File: src/rtl/mips32_pkg.sv
// Shared opcodes, FSM states and scoreboard entry layout for the pipe_MIPS32 hazard controller.
package mips32_pkg;

    localparam logic [5:0] OP_ADD   = 6'd0;
    localparam logic [5:0] OP_SUB   = 6'd1;
    localparam logic [5:0] OP_AND   = 6'd2;
    localparam logic [5:0] OP_OR    = 6'd3;
    localparam logic [5:0] OP_SLT   = 6'd4;
    localparam logic [5:0] OP_MUL   = 6'd5;
    localparam logic [5:0] OP_LW    = 6'd8;
    localparam logic [5:0] OP_SW    = 6'd9;
    localparam logic [5:0] OP_ADDI  = 6'd10;
    localparam logic [5:0] OP_SUBI  = 6'd11;
    localparam logic [5:0] OP_SLTI  = 6'd12;
    localparam logic [5:0] OP_BNEQZ = 6'd13;
    localparam logic [5:0] OP_BEQZ  = 6'd14;
    localparam logic [5:0] OP_HLT   = 6'd63;

    localparam int unsigned REG_AW   = 5;
    localparam int unsigned SB_DEPTH = 3;

    typedef enum logic [1:0] {
        ST_RUN   = 2'd0,
        ST_DRAIN = 2'd1,
        ST_HALT  = 2'd2
    } state_e;

    // One scoreboard slot per downstream pipeline register: ID/EX, EX/MEM, MEM/WB.
    typedef struct packed {
        logic              v;
        logic [REG_AW-1:0] dest;
    } sb_entry_t;

    localparam int unsigned SB_ENTRY_W = $bits(sb_entry_t);

    function automatic logic sb_hit(input sb_entry_t e, input logic [REG_AW-1:0] r);
        return e.v && (e.dest == r);
    endfunction

endpackage

File: src/rtl/mips32_reg_usage.sv
// Combinational decode of an IF/ID instruction into register read/write usage.
module mips32_reg_usage
    import mips32_pkg::*;
(
    input  logic [31:0]       ir_i,
    output logic              uses_rs_o,
    output logic              uses_rt_o,
    output logic [REG_AW-1:0] rs_o,
    output logic [REG_AW-1:0] rt_o,
    output logic              has_dest_o,
    output logic [REG_AW-1:0] dest_o,
    output logic              is_hlt_o
);

    logic [5:0]        op;
    logic [REG_AW-1:0] rd;
    logic [REG_AW-1:0] dest_raw;
    logic              dest_en;
    logic              unused_imm;

    assign op         = ir_i[31:26];
    assign rs_o       = ir_i[25:21];
    assign rt_o       = ir_i[20:16];
    assign rd         = ir_i[15:11];
    assign unused_imm = ^ir_i[10:0];

    always_comb begin
        uses_rs_o = 1'b0;
        uses_rt_o = 1'b0;
        dest_en   = 1'b0;
        dest_raw  = '0;
        is_hlt_o  = 1'b0;
        unique case (op)
            OP_ADD, OP_SUB, OP_AND, OP_OR, OP_SLT, OP_MUL: begin
                uses_rs_o = 1'b1;
                uses_rt_o = 1'b1;
                dest_en   = 1'b1;
                dest_raw  = rd;
            end
            OP_ADDI, OP_SUBI, OP_SLTI, OP_LW: begin
                uses_rs_o = 1'b1;
                dest_en   = 1'b1;
                dest_raw  = rt_o;
            end
            OP_SW: begin
                uses_rs_o = 1'b1;
                uses_rt_o = 1'b1;
            end
            OP_BNEQZ, OP_BEQZ: begin
                uses_rs_o = 1'b1;
            end
            OP_HLT: begin
                is_hlt_o = 1'b1;
            end
            default: begin
            end
        endcase
    end

    // R0 is hard-wired zero, so writing it never creates a dependency.
    assign has_dest_o = dest_en && (dest_raw != '0);
    assign dest_o     = has_dest_o ? dest_raw : '0;

endmodule

File: src/rtl/mips32_hazard_ctrl.sv
// Interlock scheduler for the 5-stage pipe_MIPS32: RAW stalls, branch flush and HLT drain.
module mips32_hazard_ctrl
    import mips32_pkg::*;
#(
    parameter bit          WB_BYPASS = 1'b0,
    parameter int unsigned CNT_W     = 16
) (
    input  logic             clk,
    input  logic             rst,
    input  logic [31:0]      ifid_ir,
    input  logic             ifid_valid,
    input  logic             br_taken,
    output logic             pc_hold,
    output logic             ifid_hold,
    output logic             idex_bubble,
    output logic             ifid_flush,
    output logic             halted,
    output logic [CNT_W-1:0] stall_cnt
);

    state_e                     state_q, state_d;
    sb_entry_t [SB_DEPTH-1:0]   sb_q, sb_d;
    logic [CNT_W-1:0]           cnt_q, cnt_d;

    logic              uses_rs, uses_rt, has_dest, is_hlt;
    logic [REG_AW-1:0] rs, rt, dest;
    logic              hit_rs, hit_rt, hazard;
    logic              flush_act, raw_stall, issue;

    mips32_reg_usage u_usage (
        .ir_i       (ifid_ir),
        .uses_rs_o  (uses_rs),
        .uses_rt_o  (uses_rt),
        .rs_o       (rs),
        .rt_o       (rt),
        .has_dest_o (has_dest),
        .dest_o     (dest),
        .is_hlt_o   (is_hlt)
    );

    // With write-before-read the MEM/WB producer is already visible to the reader.
    assign hit_rs = sb_hit(sb_q[0], rs) || sb_hit(sb_q[1], rs) ||
                    (!WB_BYPASS && sb_hit(sb_q[2], rs));
    assign hit_rt = sb_hit(sb_q[0], rt) || sb_hit(sb_q[1], rt) ||
                    (!WB_BYPASS && sb_hit(sb_q[2], rt));
    assign hazard = ifid_valid && ((uses_rs && hit_rs) || (uses_rt && hit_rt));

    assign flush_act = br_taken && (state_q != ST_HALT);

    always_comb begin
        pc_hold     = 1'b0;
        ifid_hold   = 1'b0;
        idex_bubble = 1'b0;
        ifid_flush  = 1'b0;
        raw_stall   = 1'b0;
        issue       = 1'b0;
        if (flush_act) begin
            ifid_flush  = 1'b1;
            idex_bubble = 1'b1;
        end else begin
            unique case (state_q)
                ST_RUN: begin
                    if (hazard) begin
                        pc_hold     = 1'b1;
                        ifid_hold   = 1'b1;
                        idex_bubble = 1'b1;
                        raw_stall   = 1'b1;
                    end else begin
                        issue = ifid_valid;
                    end
                end
                default: begin
                    pc_hold     = 1'b1;
                    ifid_hold   = 1'b1;
                    idex_bubble = 1'b1;
                end
            endcase
        end
    end

    assign halted    = (state_q == ST_HALT);
    assign stall_cnt = cnt_q;

    always_comb begin
        state_d = state_q;
        unique case (state_q)
            ST_RUN:   if (issue && is_hlt) state_d = ST_DRAIN;
            ST_DRAIN: begin
                if (br_taken)
                    state_d = ST_RUN;
                else if (!sb_q[1].v && !sb_q[2].v)
                    state_d = ST_HALT;
            end
            default:  state_d = state_q;
        endcase
    end

    // A flushed ID/EX slot is wrong-path, so it must not age into EX/MEM.
    always_comb begin
        sb_d[0] = issue ? sb_entry_t'{v: has_dest, dest: dest} : '0;
        sb_d[1] = flush_act ? '0 : sb_q[0];
        sb_d[2] = sb_q[1];
    end

    assign cnt_d = (raw_stall && (cnt_q != '1)) ? cnt_q + 1'b1 : cnt_q;

    always_ff @(posedge clk or posedge rst) begin
        if (rst) begin
            state_q <= ST_RUN;
            sb_q    <= '0;
            cnt_q   <= '0;
        end else begin
            state_q <= state_d;
            sb_q    <= sb_d;
            cnt_q   <= cnt_d;
        end
    end

endmodule

File: config.mk
export PLATFORM = sky130hd
export DESIGN_NAME = mips32_hazard_ctrl
export DESIGN_NICKNAME = d
export VERILOG_FILES = /design/src/rtl/mips32_pkg.sv /design/src/rtl/mips32_reg_usage.sv /design/src/rtl/mips32_hazard_ctrl.sv
export SDC_FILE = /design/constraint.sdc
export NUM_CORES = 1
export LEC_CHECK = 0
export CAP_MARGIN = 20
export CORE_ASPECT_RATIO = 1.75
export CORE_MARGIN = 1
export CORE_UTILIZATION = 30
export CTS_CLUSTER_DIAMETER = 50
export CTS_CLUSTER_SIZE = 14
export DETAILED_ROUTE_END_ITERATION = 10
export PLACE_DENSITY = 0.61
export SLEW_MARGIN = 25
export SYNTH_ARGS = -nofsm -noshare
export SYNTH_HDL_FRONTEND = slang
export SYNTH_SLANG_ARGS = --single-unit
File: constraint.sdc
create_clock -name clk -period 2.8 [get_ports clk]
set_input_delay 0.56 -clock clk [delete_from_list [all_inputs] [get_ports clk]]
set_output_delay 0.56 -clock clk [all_outputs]
set_load 0.01 [all_outputs]
-- After elaboration in Yosys (flattened, before gate mapping)
Cells that the tools add are included.
Widths: inputs -> output; s select.
- bits of input ports: 36
- flip-flop bits (word level): 36
- logic and storage cells: 87
- output and inout port bits: 21
- $add $sub $neg: 1
- equality and inequality tests: 25
- multiplexer cells: 22
- reductions and logical operators: 31
- operators by type and width (cell ; count):
    $eq 6x4->1 const B ; 7
    $eq 5x5->1 ; 6
    $add 16x1->16 const B ; 1
    $ne 16x16->1 const B ; 1
    $logic_and 1x1->1 ; 14
    $mux 1 ; 14
    $reduce_or 13->1 ; 1
    $eq 6x2->1 const B ; 2
    $eq 6x3->1 const B ; 2
    $mux 6 ; 2
    $pmux 5 s2 ; 1
    $reduce_or 10->1 ; 1
    $reduce_or 7->1 ; 1
    $eq 6x1->1 const B ; 1
    $eq 6x6->1 const B ; 1
    $logic_not 6->1 ; 1
    $mux 2 ; 3
    $reduce_or 6->1 ; 1
    $logic_or 1x1->1 ; 5
    $mux 5 ; 1
    $reduce_bool 5->1 ; 1
    $ne 2x2->1 const B ; 2
    $pmux 2 s2 ; 1
    $reduce_or 4->1 ; 1
    7 further kinds ; 8

-- Longest topological paths before layout
Gate-level depths: netlist of run 1.
- depth in word-level cells: 13
- depth in mapped cells: 7
- depth with buffers taken out: 6

-- Cells and area by module
A second synthesis of run 1 with hierarchy kept.
- cells, all modules: 203
- area total of the unflattened synthesis: 2144.6 µm²
- by module, submodules not included (module ; cells each ; seq. area each (µm²) ; times used ; area an instance (µm²)):
    mips32_hazard_ctrl ; 168 ; 900.9 ; 1 ; 1893.1
    mips32_reg_usage ; 35 ; 0.0 ; 1 ; 251.5

-- Worst setup path before layout of run 1
OpenSTA, ideal clock, no wires.
- path kind: input-to-output
- start point: input port ifid_ir[31]
- end point: output port pc_hold
- data required time: 2.240 ns
- arrival time: 2.317 ns
- path buffers: 1
- path slack: -0.077 ns
- stages: 7
- cell sequence: nor2_1 o21ai_0 nor3_1 a211o_1 nor2_1 o311ai_0 buf_4
- cells in the longest elaborated chain, start to end: 9
- elaborated cells between the ends (all ways): 24
- those cells by class: eq/ne: 12; mux: 5; reduce/logical: 7
- RTL lines (item ; RTL line ; text):
    start: declaration ; mips32_hazard_ctrl.sv:10 ; input logic [31:0] ifid_ir,
    $eq 6x4->1, or another cell as far along ; mips32_reg_usage.sv:33 ; unique case (op)
    $reduce_or 13->1 (no source line) / $reduce_or 7->1 (equally long branches) ; -- ;
    $mux 1 ; mips32_reg_usage.sv:33 ;
    $logic_and 1x1->1 ; mips32_hazard_ctrl.sv:46 ; assign hazard = ifid_valid && ((uses_rs && hit_rs) || (uses_rt && hit_rt));
    $logic_or 1x1->1 * ; mips32_hazard_ctrl.sv:46 ;
    $logic_and 1x1->1 * ; mips32_hazard_ctrl.sv:46 ;
    $mux 1 * (3 in series) ; -- ;
    end: declaration ; mips32_hazard_ctrl.sv:13 ; output logic pc_hold,
Mark *: on every way between the ends. The rest lies on a longest branch, timed or not.

-- Worst setup path after layout of run 1
- start point: input port ifid_ir[31]
- end point: output port pc_hold
- cells in the longest elaborated chain, start to end: 9
- elaborated cells between the ends (all ways): 24
- those cells by class: eq/ne: 12; mux: 5; reduce/logical: 7
- RTL lines (item ; RTL line ; text):
    $eq 6x4->1, or another cell as far along ; mips32_reg_usage.sv:33 ;
    $reduce_or 13->1 (no source line) / $reduce_or 7->1 (equally long branches) ; -- ;
    $mux 1 ; mips32_reg_usage.sv:33 ;
    $logic_and 1x1->1 ; mips32_hazard_ctrl.sv:46 ;
    $logic_or 1x1->1 * ; mips32_hazard_ctrl.sv:46 ;
    $logic_and 1x1->1 * ; mips32_hazard_ctrl.sv:46 ;
    $mux 1 * ; mips32_hazard_ctrl.sv:63 ; if (hazard) begin
    $mux 1 * ; mips32_hazard_ctrl.sv:61 ; unique case (state_q)
    $mux 1 * ; mips32_hazard_ctrl.sv:57 ; if (flush_act) begin
Marked as above.

==> results of run 1 <==
-- sequential cells by signal, summed over array words and instances, names as in the netlist --
name,flops
sb_d,6
stall_cnt,16
state_q,2
sb_q,12
-- Yosys cell counts, drive strengths merged --
master | instances | share of area (%)
and4 | 1 | 0.43
a211o | 1 | 0.43
or4 | 3 | 1.1
nor2 | 13 | 2.4
mux2 | 1 | 0.73
dfrtp | 36 | 44
nor4 | 5 | 1.5
nor2b | 1 | 0.30
o311ai | 1 | 0.43
xnor2 | 20 | 8.5
nand2 | 14 | 2.7
nand4 | 5 | 1.8
or3 | 2 | 0.85
a211oi | 9 | 3.9
and2 | 6 | 1.8
o31a | 1 | 0.43
a21oi | 5 | 1.4
a22oi | 5 | 1.8
nor3 | 5 | 1.2
buf | 3 | 0.79
and3 | 4 | 1.2
or2 | 1 | 0.30
o2111ai | 1 | 0.43
o21a | 2 | 0.73
o31ai | 2 | 0.97
o21ai | 8 | 1.9
nand3 | 5 | 1.2
nand2b | 3 | 0.91
xor2 | 25 | 11
ha | 1 | 0.61
a2111oi | 2 | 0.91
o41a | 1 | 0.55
inv | 12 | 2.2
clkbuf | 1 | 0.18
o41ai | 1 | 0.79
-- power by group through the flow --
stage | combinational, uW | sequential, uW | clock (uW)
after floorplan | 37.0 | 530 | 0
after global placement | 119 | 530 | 0
after detailed placement | 120 | 530 | 0
after CTS | 117 | 520 | 583
after global routing | 127 | 520 | 606
final | 116 | 521 | 562
-- final cells by class --
class                      instances  area (sq um)  area share, %
sequential                        36           901           29.6
tap                               82           103           3.37
inverter                          12          45.0           1.48
timing repair buffer              83           697           22.9
clock inverter                     1          7.51          0.247
multi-input combinational        154          1150           37.7
clock buffer                       7           143           4.69
-- repair_timing --
action	CTS	global route
resized for setup	30	23
setup endpoints to repair	3	3
pin swaps	6	12
buffers inserted	1	0
-- kinds of logic after synthesis --
group | share of synthesized area [%]
DFF | 43.8
AOI/OAI and AO/OA | 14.7
muxes | 0.730
adders and majority gates | 0.609
buffers and inverters | 3.16
xor gates and xnor gates | 19.2
and+or+nand+nor | 17.8
-- how the worst max path moves through the flow --
stage                     start         to  slack [ns]  depth (start not counted)
finish              ifid_ir[31]    pc_hold        0.08                          8
global route        ifid_ir[25]  ifid_hold      0.0005                          8
CTS                 ifid_ir[29]    pc_hold        0.03                          8
detailed placement  ifid_ir[20]    pc_hold       -0.71                          8
global placement    ifid_ir[21]    pc_hold       -0.65                          8
floorplan           ifid_ir[31]    pc_hold        0.11                          7
-- per-stage QoR --
stage	util (%)	total power, uW	TNS [ns]	hold WS, ns	cell area, sq um
4_1_cts	45.9	1220	0	0.455	3030
6_report	46.2	1200	0	0.454	3040
3_5_place_dp	43.5	650	-2.15	0.443	2870
3_3_place_gp	43.5	648	-1.78	0.440	2870
5_1_grt	46.2	1250	0	0.465	3040
2_1_floorplan	-	567	0	0.406	2060
-- layer usage --
layer	track usage, %	vias to the layer above	wire length, um
met5	0	-	0
met4	9.33	0	133
met3	2.56	10	139
met2	32.1	45	3290
met1	15.5	908	1960
li1	-	891	-
==> results.sh, run 1 <==
export IMPL_fp_dieH_um=112
export IMPL_synth_avg_cell_area_sq_um=9.98
export IMPL_cp_bufs_invs=3
export IMPL_hold_path_startpoint="sb_d[14]$_DFF_PP0_"
export IMPL_ys_warn_count=0
export IMPL_post_synth_num_cell_types=45
export IMPL_post_synth_inst_count=206
export IMPL_fin_crit_sh_pct=97.0
export IMPL_critical_path_peak_fanout=3
export IMPL_hold_path_class="flip-flop to flip-flop"
export IMPL_run_status="complete, no violations"
export IMPL_timing_critical_path_max_delay_family="buffers and inverters"
export IMPL_syn_cell_area_sq_mm=0.00206
export IMPL_worst_setup_path_type="input pin to primary output"
export IMPL_finish_cell_count_without_fillers=375
export IMPL_route_antenna_remaining_nets=0
export IMPL_gpl_final_weighted_congestion=0.864
export IMPL_place_detailed_instances=366
export IMPL_cts_reportedPaths_clkPinSlew_ns=0.05
export IMPL_route_final_wire_length_mm=5.53
export IMPL_hpwlAfterDp_mm=4.43
export IMPL_remaining_drc_errors=0
export IMPL_clk_tree_root_cell="clkbuf_16"
export IMPL_worstHoldEndpoint="sb_q[14]$_DFF_PP0_"
export IMPL_net_sw_share_pct=22.0
export IMPL_irDropWorstVdd_mv=0.249
export IMPL_cellInternalPower_uw=936
export IMPL_clkLatencyLatePin_ns=0.28
export IMPL_critPathMaxStageDelay_ns=0.43
export IMPL_max_freq_mhz=368
export IMPL_core_footprint_sq_mm=0.00659
export IMPL_mostFrequentLayoutCell="buf_4"
export IMPL_cts_hold_buffers=0
export IMPL_cts_tree="done"
export IMPL_first_iter_violations=44
export IMPL_htree_num_levels=2
export IMPL_r2r_start="stall_cnt[4]$_DFFE_PP0P_"
export IMPL_die_width_um=64.6
export IMPL_timing_final_hold_violations=0
export IMPL_fp_dieArea_sq_mm=0.00720
export IMPL_nets_finish=329
export IMPL_min_path_cells=0
export IMPL_timing_rr_end="stall_cnt[1]$_DFFE_PP0P_"
export IMPL_synth_seq_area_share_pct=43.8
export IMPL_initial_core_util_pct=31.2
export IMPL_insertedDiodeCount=0
export IMPL_drive_gt1_share_pct=24.6
export IMPL_grt_setup_unrepaired="false"
export IMPL_port_buffer_count=45
export IMPL_worst_case_setup_margin_in_the_final_layout_ns=0.0838
export IMPL_p_sw_uw=264
export IMPL_grtUsageTotal_pct=16.5
export IMPL_max_cap_violations=0
export IMPL_slew_headroom_pct=67.8
export IMPL_critical_path_arrival_ns=2.16
export IMPL_antenna_violations_before_repair=0
export IMPL_worst_clock_skew_ns=0.00552
export IMPL_dr_pass1_iters=4
export IMPL_wl_per_cell_um=14.7
export IMPL_grt_overflow_total=0
export IMPL_filler_cell_count=655
export IMPL_first_global_vias=1973
export IMPL_final_cell_mix="buf_4 (38), dfrtp_1 (36), clkdlybuf4s50_1 (28)"
export IMPL_p_seq_share_pct=43.4
export IMPL_tritoncts_num_buffers=5
export IMPL_p_per_area_mw_per_mm2=394
export IMPL_pwr_share_comb_pct=9.7
export IMPL_grt_start_max_net_pins=37
export IMPL_design_portCount=57
export IMPL_vias_per_cell=4.94
export IMPL_syn2layout_area_growth_pct=48.1
export IMPL_dpl_worst_slack_ns=-0.705
export IMPL_critPathLaunchType="input pin"
export IMPL_crit_end_category="primary output"
export IMPL_setup_violations_final=0
export IMPL_report_final_slew_viol_count=0
export IMPL_route_vias_total=1854
export IMPL_timing_critical_path_required_ns=2.24
export IMPL_p_clk_share_pct=46.9
export IMPL_worst_slew_pin_slew_ns=0.470
export IMPL_period_needed_ns=2.72
export IMPL_yosys_register_bits=36
export IMPL_cts_sinks=36
export IMPL_r2r_setup_slack_ns=0.62
export IMPL_power_leakage_uw=0.00141
export IMPL_grt_pass1_wl_mm=8.96
export IMPL_syn_num_nets=243
export IMPL_path_cells="clkdlybuf4s50_1 -> nor2_2 -> buf_4 -> o21a_1 -> o31a_1 -> nor2_4 -> o311ai_4 -> buf_2"
export IMPL_max_buffers_root_to_sink=2
export IMPL_critical_path_slowest_cell="clkdlybuf4s50_1"
export IMPL_worstRegToRegCells=6
export IMPL_rows=39
(Power assumes the default switching activity.)
==> inputs of run 2 (changes only) <==
--- a/config.mk
+++ b/config.mk
@@ -11,2 +11,3 @@
 export CORE_UTILIZATION = 30
+export CTS_BUF_LIST = sky130_fd_sc_hd__clkbuf_2 sky130_fd_sc_hd__clkbuf_4 sky130_fd_sc_hd__clkbuf_8
 export CTS_CLUSTER_DIAMETER = 50
@@ -14,2 +15,3 @@
 export DETAILED_ROUTE_END_ITERATION = 10
+export GPL_ROUTABILITY_DRIVEN = 0
 export PLACE_DENSITY = 0.61
==> constraint.sdc (replaced) <==
create_clock -name clk -period 2.8 [get_ports clk]
set_input_delay 0.42 -clock clk [delete_from_list [all_inputs] [get_ports clk]]
set_output_delay 0.42 -clock clk [all_outputs]
set_load 0.01 [all_outputs]
==> run 2 against run 1 <==
Compared with the run above: worst setup slack gained 0.078 ns; die area is the same; cell count shrank 1.3%; hold slack lost 0.0074 ns; design area shrank 3.2%; count of clock-buffer cells in the layout is the same; first-iteration DRC count shrank 32%; total power shrank 16%; critical endpoint is now idex_bubble.
==> results.sh, run 2 (synthesis gave the netlist of run 1 again) <==
export IMPL_initial_core_util_pct=31.2
export IMPL_dr_pass1_iters=4
export IMPL_first_global_vias=1843
export IMPL_route_final_wire_length_mm=5.07
export IMPL_critical_path_arrival_ns=2.22
export IMPL_wl_per_cell_um=13.7
export IMPL_route_antenna_remaining_nets=0
export IMPL_holdWs_ns=0.447
export IMPL_filler_cell_count=651
export IMPL_grt_start_max_net_pins=37
export IMPL_largest_register_ff_count=16
export IMPL_p_per_area_mw_per_mm2=343
export IMPL_design_portCount=57
export IMPL_fp_dieArea_sq_mm=0.00720
export IMPL_cts_reportedPaths_clkPinSlew_ns=0.08
export IMPL_max_cap_violations=0
export IMPL_final_cell_mix="dfrtp_1 (36), buf_4 (33), clkdlybuf4s50_1 (32)"
export IMPL_first_iter_violations=30
export IMPL_vias_per_cell=4.86
export IMPL_min_path_cells=0
export IMPL_remaining_drc_errors=0
export IMPL_die_width_um=64.6
export IMPL_hpwlAfterDp_mm=4.16
export IMPL_fp_dieH_um=112
export IMPL_grt_pass1_wl_mm=8.39
export IMPL_clk_tree_root_cell="clkbuf_8"
export IMPL_timing_critical_path_required_ns=2.38
export IMPL_timing_final_hold_violations=0
export IMPL_final_design_area_no_fill_sq_mm=0.00295
export IMPL_fin_util_pct=44.7
export IMPL_worstRegToRegCells=6
export IMPL_cts_tree="done"
export IMPL_worst_setup_path_type="input pin to primary output"
export IMPL_grtUsageTotal_pct=15.3
export IMPL_crit_end_category="primary output"
export IMPL_route_vias_total=1799
export IMPL_worst_slew_pin_slew_ns=0.470
export IMPL_worst_clock_skew_ns=0.0160
export IMPL_hold_path_class="flip-flop to flip-flop"
export IMPL_htree_num_levels=2
export IMPL_core_footprint_sq_mm=0.00659
export IMPL_grt_overflow_total=0
export IMPL_critPathLaunchType="input pin"
export IMPL_period_needed_ns=2.64
export IMPL_detailed_place_area_sq_mm=0.00283
export IMPL_mostFrequentLayoutCell="dfrtp_1"
export IMPL_timing_rr_end="stall_cnt[1]$_DFFE_PP0P_"
export IMPL_cts_sinks=36
export IMPL_run_status="complete, no violations"
export IMPL_irDropWorstVdd_mv=0.185
export IMPL_slew_headroom_pct=67.8
export IMPL_insertedDiodeCount=0
export IMPL_clkLatencyLatePin_ns=0.29
export IMPL_drive_gt1_share_pct=21.2
export IMPL_max_buffers_root_to_sink=2
export IMPL_antenna_violations_before_repair=0
export IMPL_syn2layout_area_growth_pct=43.3
export IMPL_r2r_setup_slack_ns=0.59
export IMPL_power_leakage_uw=0.00133
export IMPL_tritoncts_num_buffers=5
export IMPL_r2r_start="stall_cnt[4]$_DFFE_PP0P_"
export IMPL_rows=39
export IMPL_port_buffer_count=45
export IMPL_cts_hold_buffers=0
export IMPL_worstHoldEndpoint="sb_q[16]$_DFF_PP0_"
export IMPL_fin_crit_sh_pct=94.2
export IMPL_max_freq_mhz=379
export IMPL_critical_path_peak_fanout=4
export IMPL_nets_finish=324
export IMPL_grt_setup_unrepaired="false"
export IMPL_hold_path_startpoint="sb_d[16]$_DFF_PP0_"
export IMPL_report_final_slew_viol_count=0
export IMPL_setup_violations_final=0
## run 2: layout make-up
cell class | instances | area [sq um] | area share [%]
flip-flops and latches | 36 | 901 | 30.6
inverters | 12 | 45.0 | 1.53
well taps | 82 | 103 | 3.48
repair buffers | 78 | 671 | 22.8
clock buffers | 7 | 83.8 | 2.85
multi-input cells | 154 | 1130 | 38.5
clock inverters | 1 | 8.76 | 0.297
## run 2: worst max path at each step
stage / start / to / slack, ns
finish: ifid_ir[27] / idex_bubble / 0.16
global route: ifid_ir[27] / idex_bubble / 0.06
CTS: ifid_ir[27] / pc_hold / 0.04
detailed placement: ifid_ir[20] / pc_hold / -0.62
global placement: ifid_ir[20] / pc_hold / -0.60
floorplan: ifid_ir[31] / pc_hold / 0.20
## run 2: critical path: stages
cell,delay [ns]
clkdlybuf4s50_1,0.53
nand2_1,0.10
buf_4,0.15
o21a_1,0.19
a211o_1,0.30
nor2_2,0.13
o21ai_0,0.10
dlygate4sd2_1,0.29
## run 2: power by group
part           leakage (uW)  total (uW)  switching [uW]  internal [uW]
sequential         0.000482         520          0.0481            520
combinational      0.000802         112            52.1           59.5
clock             0.0000493         380             183            197
## run 2: timing repair
| item | 4_1_cts | 5_1_grt |
|---|---|---|
| pin swaps | 4 | 5 |
| gates resized for setup | 20 | 9 |
| endpoints found under the setup margin | 3 | 2 |
| buffers inserted | 0 | 1 |
| gates cloned | 0 | 0 |
## run 2: layer usage
| layer | share of wire, % | track usage [%] | wire length, um |
|---|---|---|---|
| met1 | 37 | 15.6 | 1870 |
| met2 | 59 | 29.7 | 2990 |
| met3 | 2.2 | 2.56 | 114 |
| met4 | 1.9 | 5.78 | 95 |
| met5 | 0 | 0 | 0 |
## run 2: metrics by stage
step                std cells  setup WS, ns  setup TNS, ns  power [uW]
floorplan                 206         0.203              0         567
global placement          361        -0.601          -1.54         644
detailed placement        361        -0.617          -1.66         646
CTS                       369        0.0366              0        1020
global route              370        0.0627              0        1060
finish                    370         0.161              0        1010
